$ cat src/rtl/apu_frame_sequencer.sv
// APU frame sequencer: quarter/half-frame clock pulses, frame IRQ and the
// delayed $4017 counter reset, with selectable NTSC/PAL step tables.
module apu_frame_sequencer #(
  parameter int CNT_W = 16,
  parameter logic [5*CNT_W-1:0] STEPS_NTSC = {16'd37281, 16'd29829, 16'd22371, 16'd14913, 16'd7457},
  parameter logic [5*CNT_W-1:0] STEPS_PAL  = {16'd41565, 16'd33253, 16'd24939, 16'd16627, 16'd8313}
) (
  input  logic       clk,
  input  logic       rst,
  input  logic [4:0] apu_addr,
  input  logic [7:0] data_in,
  input  logic       apu_rd,
  input  logic       apu_wr,
  input  logic       pal,
  output logic       apu_cycle,
  output logic       qtrframe,
  output logic       halfframe,
  output logic       irq,
  output logic       status_irq,
  output logic [2:0] step
);

  localparam logic [CNT_W-1:0] C_ONE = {{(CNT_W-1){1'b0}}, 1'b1};

  logic [CNT_W-1:0] r_cnt;
  logic             r_apu_cycle, r_mode, r_inhibit, r_irq, r_pal;
  logic             r_forced, r_after_t4, r_pend;
  logic [1:0]       r_dly;
  logic [2:0]       r_step;

  logic [5*CNT_W-1:0] w_tbl;
  logic [CNT_W-1:0]   w_t1, w_t2, w_t3, w_t4, w_t5, w_t4m1;
  logic w_hit1, w_hit2, w_hit3, w_hit4, w_hit5;
  logic w_wr4017, w_rd4015, w_wrap, w_fire, w_load0, w_irq_set, w_irq_kill, w_step_pt;
  logic w_unused;

  assign w_tbl  = r_pal ? STEPS_PAL : STEPS_NTSC;
  assign w_t1   = w_tbl[CNT_W-1:0];
  assign w_t2   = w_tbl[2*CNT_W-1:CNT_W];
  assign w_t3   = w_tbl[3*CNT_W-1:2*CNT_W];
  assign w_t4   = w_tbl[4*CNT_W-1:3*CNT_W];
  assign w_t5   = w_tbl[5*CNT_W-1:4*CNT_W];
  assign w_t4m1 = w_t4 - C_ONE;

  assign w_hit1 = (r_cnt == w_t1);
  assign w_hit2 = (r_cnt == w_t2);
  assign w_hit3 = (r_cnt == w_t3);
  assign w_hit4 = (r_cnt == w_t4);
  assign w_hit5 = (r_cnt == w_t5);

  // apu_rd/apu_wr are single-cycle strobes qualified by apu_addr; no back-pressure.
  assign w_wr4017 = apu_wr && (apu_addr == 5'h17);
  assign w_rd4015 = apu_rd && (apu_addr == 5'h15);

  // A write landing on the firing cycle re-arms instead of firing the old reset.
  assign w_wrap  = r_mode ? w_hit5 : w_hit4;
  assign w_fire  = r_pend && (r_dly == 2'd1) && !w_wr4017;
  assign w_load0 = w_wrap || w_fire;

  assign w_irq_set  = !r_mode && !r_inhibit &&
                      ((r_cnt == w_t4m1) || w_hit4 || ((r_cnt == '0) && r_after_t4));
  assign w_irq_kill = r_inhibit || (w_wr4017 && data_in[6]);
  assign w_step_pt  = w_hit1 || w_hit2 || w_hit3 || (w_hit4 && r_mode);

  always_ff @(posedge clk) begin
    if (rst) begin
      r_cnt       <= '0;
      r_apu_cycle <= 1'b1;
      r_mode      <= 1'b0;
      r_inhibit   <= 1'b0;
      r_irq       <= 1'b0;
      r_pal       <= pal;
      r_forced    <= 1'b0;
      r_after_t4  <= 1'b0;
      r_pend      <= 1'b0;
      r_dly       <= 2'd0;
      r_step      <= 3'd0;
    end else begin
      r_apu_cycle <= ~r_apu_cycle;
      r_cnt       <= w_load0 ? '0 : r_cnt + C_ONE;
      r_step      <= w_load0 ? 3'd0 : (w_step_pt ? r_step + 3'd1 : r_step);
      if (w_load0) r_pal <= pal;
      // A reset merged with a natural wrap must not add a second pulse pair.
      r_forced    <= w_fire && !w_wrap;
      r_after_t4  <= !r_mode && w_hit4;

      if (w_wr4017) begin
        r_mode    <= data_in[7];
        r_inhibit <= data_in[6];
        r_pend    <= 1'b1;
        r_dly     <= r_apu_cycle ? 2'd2 : 2'd3;
      end else if (r_pend) begin
        if (r_dly == 2'd1) r_pend <= 1'b0;
        else               r_dly  <= r_dly - 2'd1;
      end

      if (w_irq_kill)     r_irq <= 1'b0;
      else if (w_irq_set) r_irq <= 1'b1;
      else if (w_rd4015)  r_irq <= 1'b0;
    end
  end

  assign apu_cycle  = r_apu_cycle;
  assign qtrframe   = r_mode ? (w_hit1 || w_hit2 || w_hit3 || w_hit5 || r_forced)
                             : (w_hit1 || w_hit2 || w_hit3 || w_hit4);
  assign halfframe  = r_mode ? (w_hit2 || w_hit5 || r_forced) : (w_hit2 || w_hit4);
  assign irq        = r_irq;
  assign status_irq = r_irq;
  assign step       = r_step;
  assign w_unused   = ^data_in[5:0];

endmodule

$ cat config.mk
export PLATFORM = sky130hd
export DESIGN_NAME = apu_frame_sequencer
export DESIGN_NICKNAME = d
export VERILOG_FILES = /design/src/rtl/apu_frame_sequencer.sv
export SDC_FILE = /design/constraint.sdc
export NUM_CORES = 1
export LEC_CHECK = 0
export BUFFER_PORTS_ARGS = -buffer_cell sky130_fd_sc_hd__buf_2
export CORE_AREA = 2 2 64 66
export CTS_BUF_LIST = sky130_fd_sc_hd__clkbuf_4 sky130_fd_sc_hd__clkbuf_8 sky130_fd_sc_hd__clkbuf_16
export CTS_CLUSTER_DIAMETER = 150
export DETAILED_ROUTE_END_ITERATION = 10
export DIE_AREA = 0 0 66 68
export GPL_TIMING_DRIVEN = 0
export HOLD_SLACK_MARGIN = 0.06
export PLACE_DENSITY = 0.77
export SLEW_MARGIN = 20
export SYNTH_ARGS = -nofsm -noshare
export SYNTH_HDL_FRONTEND = slang
export SYNTH_SLANG_ARGS = --single-unit
$ cat constraint.sdc
create_clock -name clk -period 2.1 [get_ports clk]
set_input_delay 0.315 -clock clk [delete_from_list [all_inputs] [get_ports clk]]
set_output_delay 0.315 -clock clk [all_outputs]
set_load 0.01 [all_outputs]
==> implementation parameters, run 1 <==
Parameter                              Value

Synthesis
  Post-synth top area share    30.3%
  Mean post-synth cell area    8.60 um2
  Post-Syn Nets    238
  Ys flop type    dfxtp_1
  Number of distinct library cells after synthesis    54
  Post-synth EDFFs    1
  Ys async rst share    0%
  Number of warnings reported in the yosys synthesis log    0
  Sequential area share after synthesis    about a third
  Top post-synthesis cells by area    dfxtp_1 (30%), nor2_1 (5.7%), xor2_1 (4.7%)
  Synth area leader    dfxtp_1
  Netlist Area Pre-Place    0.00185 mm2
  Count of mapped cells out of synthesis    215
  Number of synthesized register bits    29

Routing
  DRC violation total after the first TritonRoute iteration    134
  Vias after detailed routing    about 1700
  WL per Instance    14.4 um
  Number of nets with antenna violations after detailed routing    0
  Final wirelength    4350 um
  Mean number of vias per cell    5.57
  DRT Pass-1 Iters    4
  DRC Markers    0

Run status
  Violated checks    setup timing
  Outcome    finished with violations

Global route
  Met3 track demand over resource in global routing    3.95%
  Total gr overflow    0
  Met1 Usage GRT    24.5%
  Maximum number of pins on one net before global-route repair    11
  Vias in the first global route    ~1500
  Gr usage total    19.7%
  Antenna violations before repair    0
  Global-route wire length before repair    6790 um
  Met2 usage in global routing    approximately a third
  Busiest layer in global routing    met2

Placed design
  Total cell area at the placement stage    0.00201 mm2
  Half-perimeter wire length of the detailed placement result    2850 um
  Count of buffers from port buffering    18
  Routability Congestion    approximately 0.97

Finish
  Final layout net count    approximately 270
  Highest-count cells in the layout ignoring fill and taps    nor2_1 (27), dfxtp_1 (22), buf_2 (19)
  Share of layout cells above drive strength 1    33.5%
  Signed area change from the synthesized netlist to the final layout    27.3%
  Final core utilization    61.0%
  Count of antenna diodes in the layout    0
  Flip-flop count of the largest register, all copies and words added    16
  Register name with the most flops    r_cnt
  Most frequent standard cell in the layout excluding fill and tap cells    nor2_1
  Layout Cell Area excl Fill    about 0.0024 mm2

Setup path
  Maximum net fanout on the critical path    6
  Crit-path cells    or4_4 > or3_4 > nor3_4 > a21oi_2 > nand3_1 > buf_2
  Startpoint Class    flop
  CP Data Required Time    1780 ps
  Family with the most delay on the worst path    simple AND/OR/NAND/NOR gates
  Crit-path max cell delay    roughly 550 ps
  Type of the worst setup path    reg -> out
  Cell with the largest stage delay on the worst path    or4_4
  Number of buffer and inverter instances along the worst setup path    1
  Signal arrival time at the worst endpoint    2080 ps
  Type of destination of the critical path    output pin

STA
  Unrepaired setup endpoints after global routing    true
  Slew @ Worst Pin    527 ps
  Shortest period the worst path allows    2400 ps
  Fin. Hold Viols    0
  Worst Skew    5.26 ps
  Final setup violation count    14
  Worst setup slack after layout    -300 ps
  Number of max-slew violations in the final report    0
  Fmax    417 MHz
  Final Cycle Share    114%
  Tightest slew margin relative to the limit    between 60 and 70%

Floorplanning
  Ports    26
  Cell row count    23
  Initial core utilization    47.9%
  Total die area    0.00449 mm2
  Horizontal die dimension    66 um
  Placeable core region    0.00386 mm2
  Floorplan die height    68 um

CTS
  Root buffer cell    clkbuf_8
  Total clock buffers created by CTS    5
  CTS tree    done
  Clock latency on the worst-skew pair    around 280 ps
  Number of levels in the clock H-tree    2
  Post-CTS clock slew at the launch and capture registers of the worst setup and hold paths    60 ps
  Clock Path Buffers    2
  # clock sinks    29

Power and ir drop
  Power per cell area    about 490 mW/mm2
  Static leakage power    about 0.92 nW
  Worst VDD drop    around 0.00034 V

Run
  Max-capacitance violation count    0

Hold path
  Worst Hold Class    in -> reg
==> kinds of logic after synthesis <==
group | Yosys count | share of synthesized area [%]
AO/OA/AOI/OAI | 33 | 13.3
XOR/XNOR | 16 | 7.58
adder cells (fa/ha/maj) | 5 | 3.39
buffers and inverters | 24 | 10.2
flip-flops | 29 | 32.0
multiplexers | 1 | 0.542
AND/OR/NAND/NOR | 107 | 33.0
==> repair_timing <==
item	CTS	global route
hold buffers	0	0
setup buffers	8	7
pin swaps	6	8
setup endpoints to repair	23	16
hold endpoints to repair	0	0
gates resized for setup	13	26
==> synthesized netlist by cell type (2+ instances only) <==
cell	instances
a211o_1	2
a21oi_1	10
a221oi_1	3
a31oi_1	5
a32oi_1	2
and2_1	3
and2b_2	3
and3_1	7
buf_2	3
buf_6	4
clkbuf_1	2
clkbuf_8	6
dfxtp_1	28
ha_1	5
inv_1	8
nand2_1	14
nand2b_1	2
nand3_1	11
nand3b_1	3
nand4_1	6
nand4b_1	2
nor2_1	28
nor2b_1	2
nor3_1	2
nor3b_1	3
nor4_1	3
nor4bb_1	3
o21ai_0	3
or3_1	3
xnor2_1	6
xor2_1	10
==> report_power, final <==
| part | internal [mW] | switching (mW) |
|---|---|---|
| clock | 0.295 | 0.208 |
| sequential | 0.562 | 0.0115 |
| combinational | 0.0425 | 0.0441 |
| total | 0.900 | 0.263 |
==> per-layer routing <==
layer / share of wire (%) / vias to the layer above
met5: 0 / -
met4: 2.8 / 0
met3: 6.9 / 13
met2: 47 / 66
met1: 44 / 761
li1: - / 838
==> through the flow <==
stage | total power [mW] | setup TNS (ps) | instances | hold WS, ps | worst slack (ps)
after detailed placement | 0.655 | -4900 | 283 | 397 | -479
after global placement | 0.653 | -4020 | 283 | 393 | -432
after CTS | 1.16 | -714 | 297 | 202 | -302
after global routing | 1.21 | -1890 | 301 | 212 | -352
after floorplan | 0.631 | 0 | 215 | 414 | 48.0
final | 1.16 | -978 | 301 | 207 | -300
==> worst register-to-register path, stage by stage (launching register included) <==
cell and delay [ps]:
edfxtp_1 490, buf_6 170, and2b_2 250, a31oi_4 100
a2111oi_4 350, a31oi_4 180, buf_4 190, nand2_8 90
buf_8 140
==> path summary, 6_finish.rpt <==
kind,startpoint,to,slack [ps],cells after the start
min reg2reg,apu_cycle,apu_cycle,410,1
max reg2reg,r_pal,r_pal,-150,8
min,pal,r_pal,210,1
max,r_cnt[8],qtrframe,-300,6
==> cell type report <==
type | instances | area, um2
plain buffers | 13 | 141
clock buffers | 7 | 96.3
clock inverters | 1 | 5.00
fillers | 344 | 1500
inverters | 8 | 30.0
multi-input cells | 162 | 1220
flip-flops and latches | 29 | 601
well taps | 50 | 62.6
repair buffers | 31 | 191
Power figures use the tool's default switching activity.
==> run 2, diff against run 1 <==
- GPL_TIMING_DRIVEN: 0 -> 1
- PLACE_DENSITY: 0.77 -> 0.72
==> run 2 against run 1 <==
  * The run still ends with setup timing left
  * First-iteration DRC count decreased by 32%
  * Clock skew increased by 2.3 ps
  * Fmax is 4.1% higher
  * Sequential power about the same
  * Register-to-register slack improved by 140 ps
  * Global-route usage rose by 1.9 points
  * Combinational power is 11% higher
  * Worst hold slack improved by 1.5 ps
  * Critical path type unchanged
  * Critical endpoint unchanged
==> implementation parameters, run 2 (synthesis gave the netlist of run 1 again) <==
Parameter                              Value

Setup path
  Type of destination of the critical path    output pin
  Crit-path max cell delay    520 ps
  Signal arrival time at the worst endpoint    1990 ps
  Crit-path cells    or3_4 > a2111oi_4 > a31oi_4 > nand3_1 > buf_2
  CP Data Required Time    1780 ps
  Startpoint Class    flop
  Maximum net fanout on the critical path    8
  Type of the worst setup path    reg -> out
  Cell with the largest stage delay on the worst path    edfxtp_1

CTS
  # clock sinks    29
  Clock latency on the worst-skew pair    280 ps
  CTS hold repair buffers    0
  CTS tree    done
  Root buffer cell    clkbuf_8
  Number of levels in the clock H-tree    2
  Total clock buffers created by CTS    5
  Post-CTS clock slew at the launch and capture registers of the worst setup and hold paths    ~70 ps
  Clock Path Buffers    2

STA
  Unrepaired setup endpoints after global routing    true
  Worst setup slack after layout    -205 ps
  Fmax    434 MHz
  Tightest slew margin relative to the limit    about two thirds
  Final setup violation count    3
  Worst hold slack across all endpoints    208 ps
  Slew @ Worst Pin    509 ps
  Final Cycle Share    110%
  Shortest period the worst path allows    2300 ps
  Fin. Hold Viols    0
  Number of max-slew violations in the final report    0
  Worst Skew    7.51 ps

Finish
  Flip-flop count of the largest register, all copies and words added    16
  Highest-count cells in the layout ignoring fill and taps    buf_4 (28), nor2_1 (26), dfxtp_1 (26)
  Most frequent standard cell in the layout excluding fill and tap cells    buf_4
  Share of layout cells above drive strength 1    33.3%
  Signed area change from the synthesized netlist to the final layout    26.5%
  Count of antenna diodes in the layout    0
  Reg area    a little under 600 um2
  Final layout net count    280
  Register name with the most flops    r_cnt
  Area of the multi-input gates    between 0.001 and 0.0015 mm2
  Number of fill cells in the layout    between 300 and 400

Floorplanning
  Horizontal die dimension    approximately 66 um
  Cell row count    23
  Floorplan die height    68 um
  Initial core utilization    about 48%
  Ports    26
  Total die area    0.00449 mm2
  Placeable core region    0.00386 mm2

Routing
  Vias after detailed routing    1728
  Final wirelength    approximately 4500 um
  Number of nets with antenna violations after detailed routing    0
  Mean number of vias per cell    5.61
  DRC violation total after the first TritonRoute iteration    91
  DRC Markers    0
  WL per Instance    14.5 um
  DRT Pass-1 Iters    4

Power and ir drop
  Power per cell area    546 mW/mm2
  Worst VDD drop    approximately 0.00046 V
  Post-layout power    1.28 mW
  Static leakage power    0.935 nW

Placed design
  Routability Congestion    roughly 0.89
  Setup Slack @ Placement    -52.0 ps
  Half-perimeter wire length of the detailed placement result    3190 um
  Count of buffers from port buffering    19

Global route
  Gr usage total    21.6%
  Global-route wire length before repair    7360 um
  Maximum number of pins on one net before global-route repair    11
  Antenna violations before repair    0
  Vias in the first global route    1591
  Total gr overflow    0

Run status
  Violated checks    setup timing
  Outcome    finished with violations

Run
  Max-capacitance violation count    0

Hold path
  Worst Hold Class    in -> reg
==> run 2: critical path, delay by kind of cell (launching register included) <==
family | cells | cell delay, ps
AO/OA/AOI/OAI | 2 | 580
buffers and inverters | 1 | 120
flip-flops | 1 | 520
AND/OR/NAND/NOR | 2 | 480
==> run 2: timing repair <==
action,4_1_cts,5_1_grt
pin swaps,6,6
cloned,0,0
resized for setup,15,12
setup buffers,4,1
endpoints found under the setup margin,19,21
==> run 2: path summary, 6_finish.rpt <==
path | from | to | slack, ps | depth (start not counted)
max | r_pal | qtrframe | -200 | 5
min | pal | r_pal | 210 | 1
max reg2reg | r_pal | step[1] | -10 | 7
min reg2reg | apu_cycle | apu_cycle | 420 | 1
==> run 2: routing by layer <==
layer	share of wire (%)	GRT usage [%]	routed length, um
met1	44	26.7	1970
met2	49	36.9	2180
met3	5.8	4.61	259
met4	1.2	8.67	55
met5	0	0	0
==> run 2: report_power, final <==
group / switching, mW / internal (mW)
sequential: 0.00977 / 0.561
clock: 0.223 / 0.385
combinational: 0.0479 / 0.0486
total: 0.281 / 0.995
==> run 2: final cells by class <==
| class | count | share of cell area (%) |
|---|---|---|
| well taps | 50 | 2.68 |
| clock inverters | 2 | 1.61 |
| flip-flops and latches | 29 | 25.5 |
| multi-input cells | 162 | 50.5 |
| repair buffers | 51 | 15.0 |
| clock buffers | 6 | 3.53 |
| inverters | 8 | 1.28 |
==> run 2: metrics by stage <==
stage	TNS [ps]	area (um2)	instances	utilization (%)
floorplan	0	1850	215	-
finish	-406	2340	308	60.6
detailed placement	-547	2060	296	53.5
global placement	-10.6	2060	296	53.5
global route	-1160	2340	308	60.6
CTS	-462	2290	308	59.5
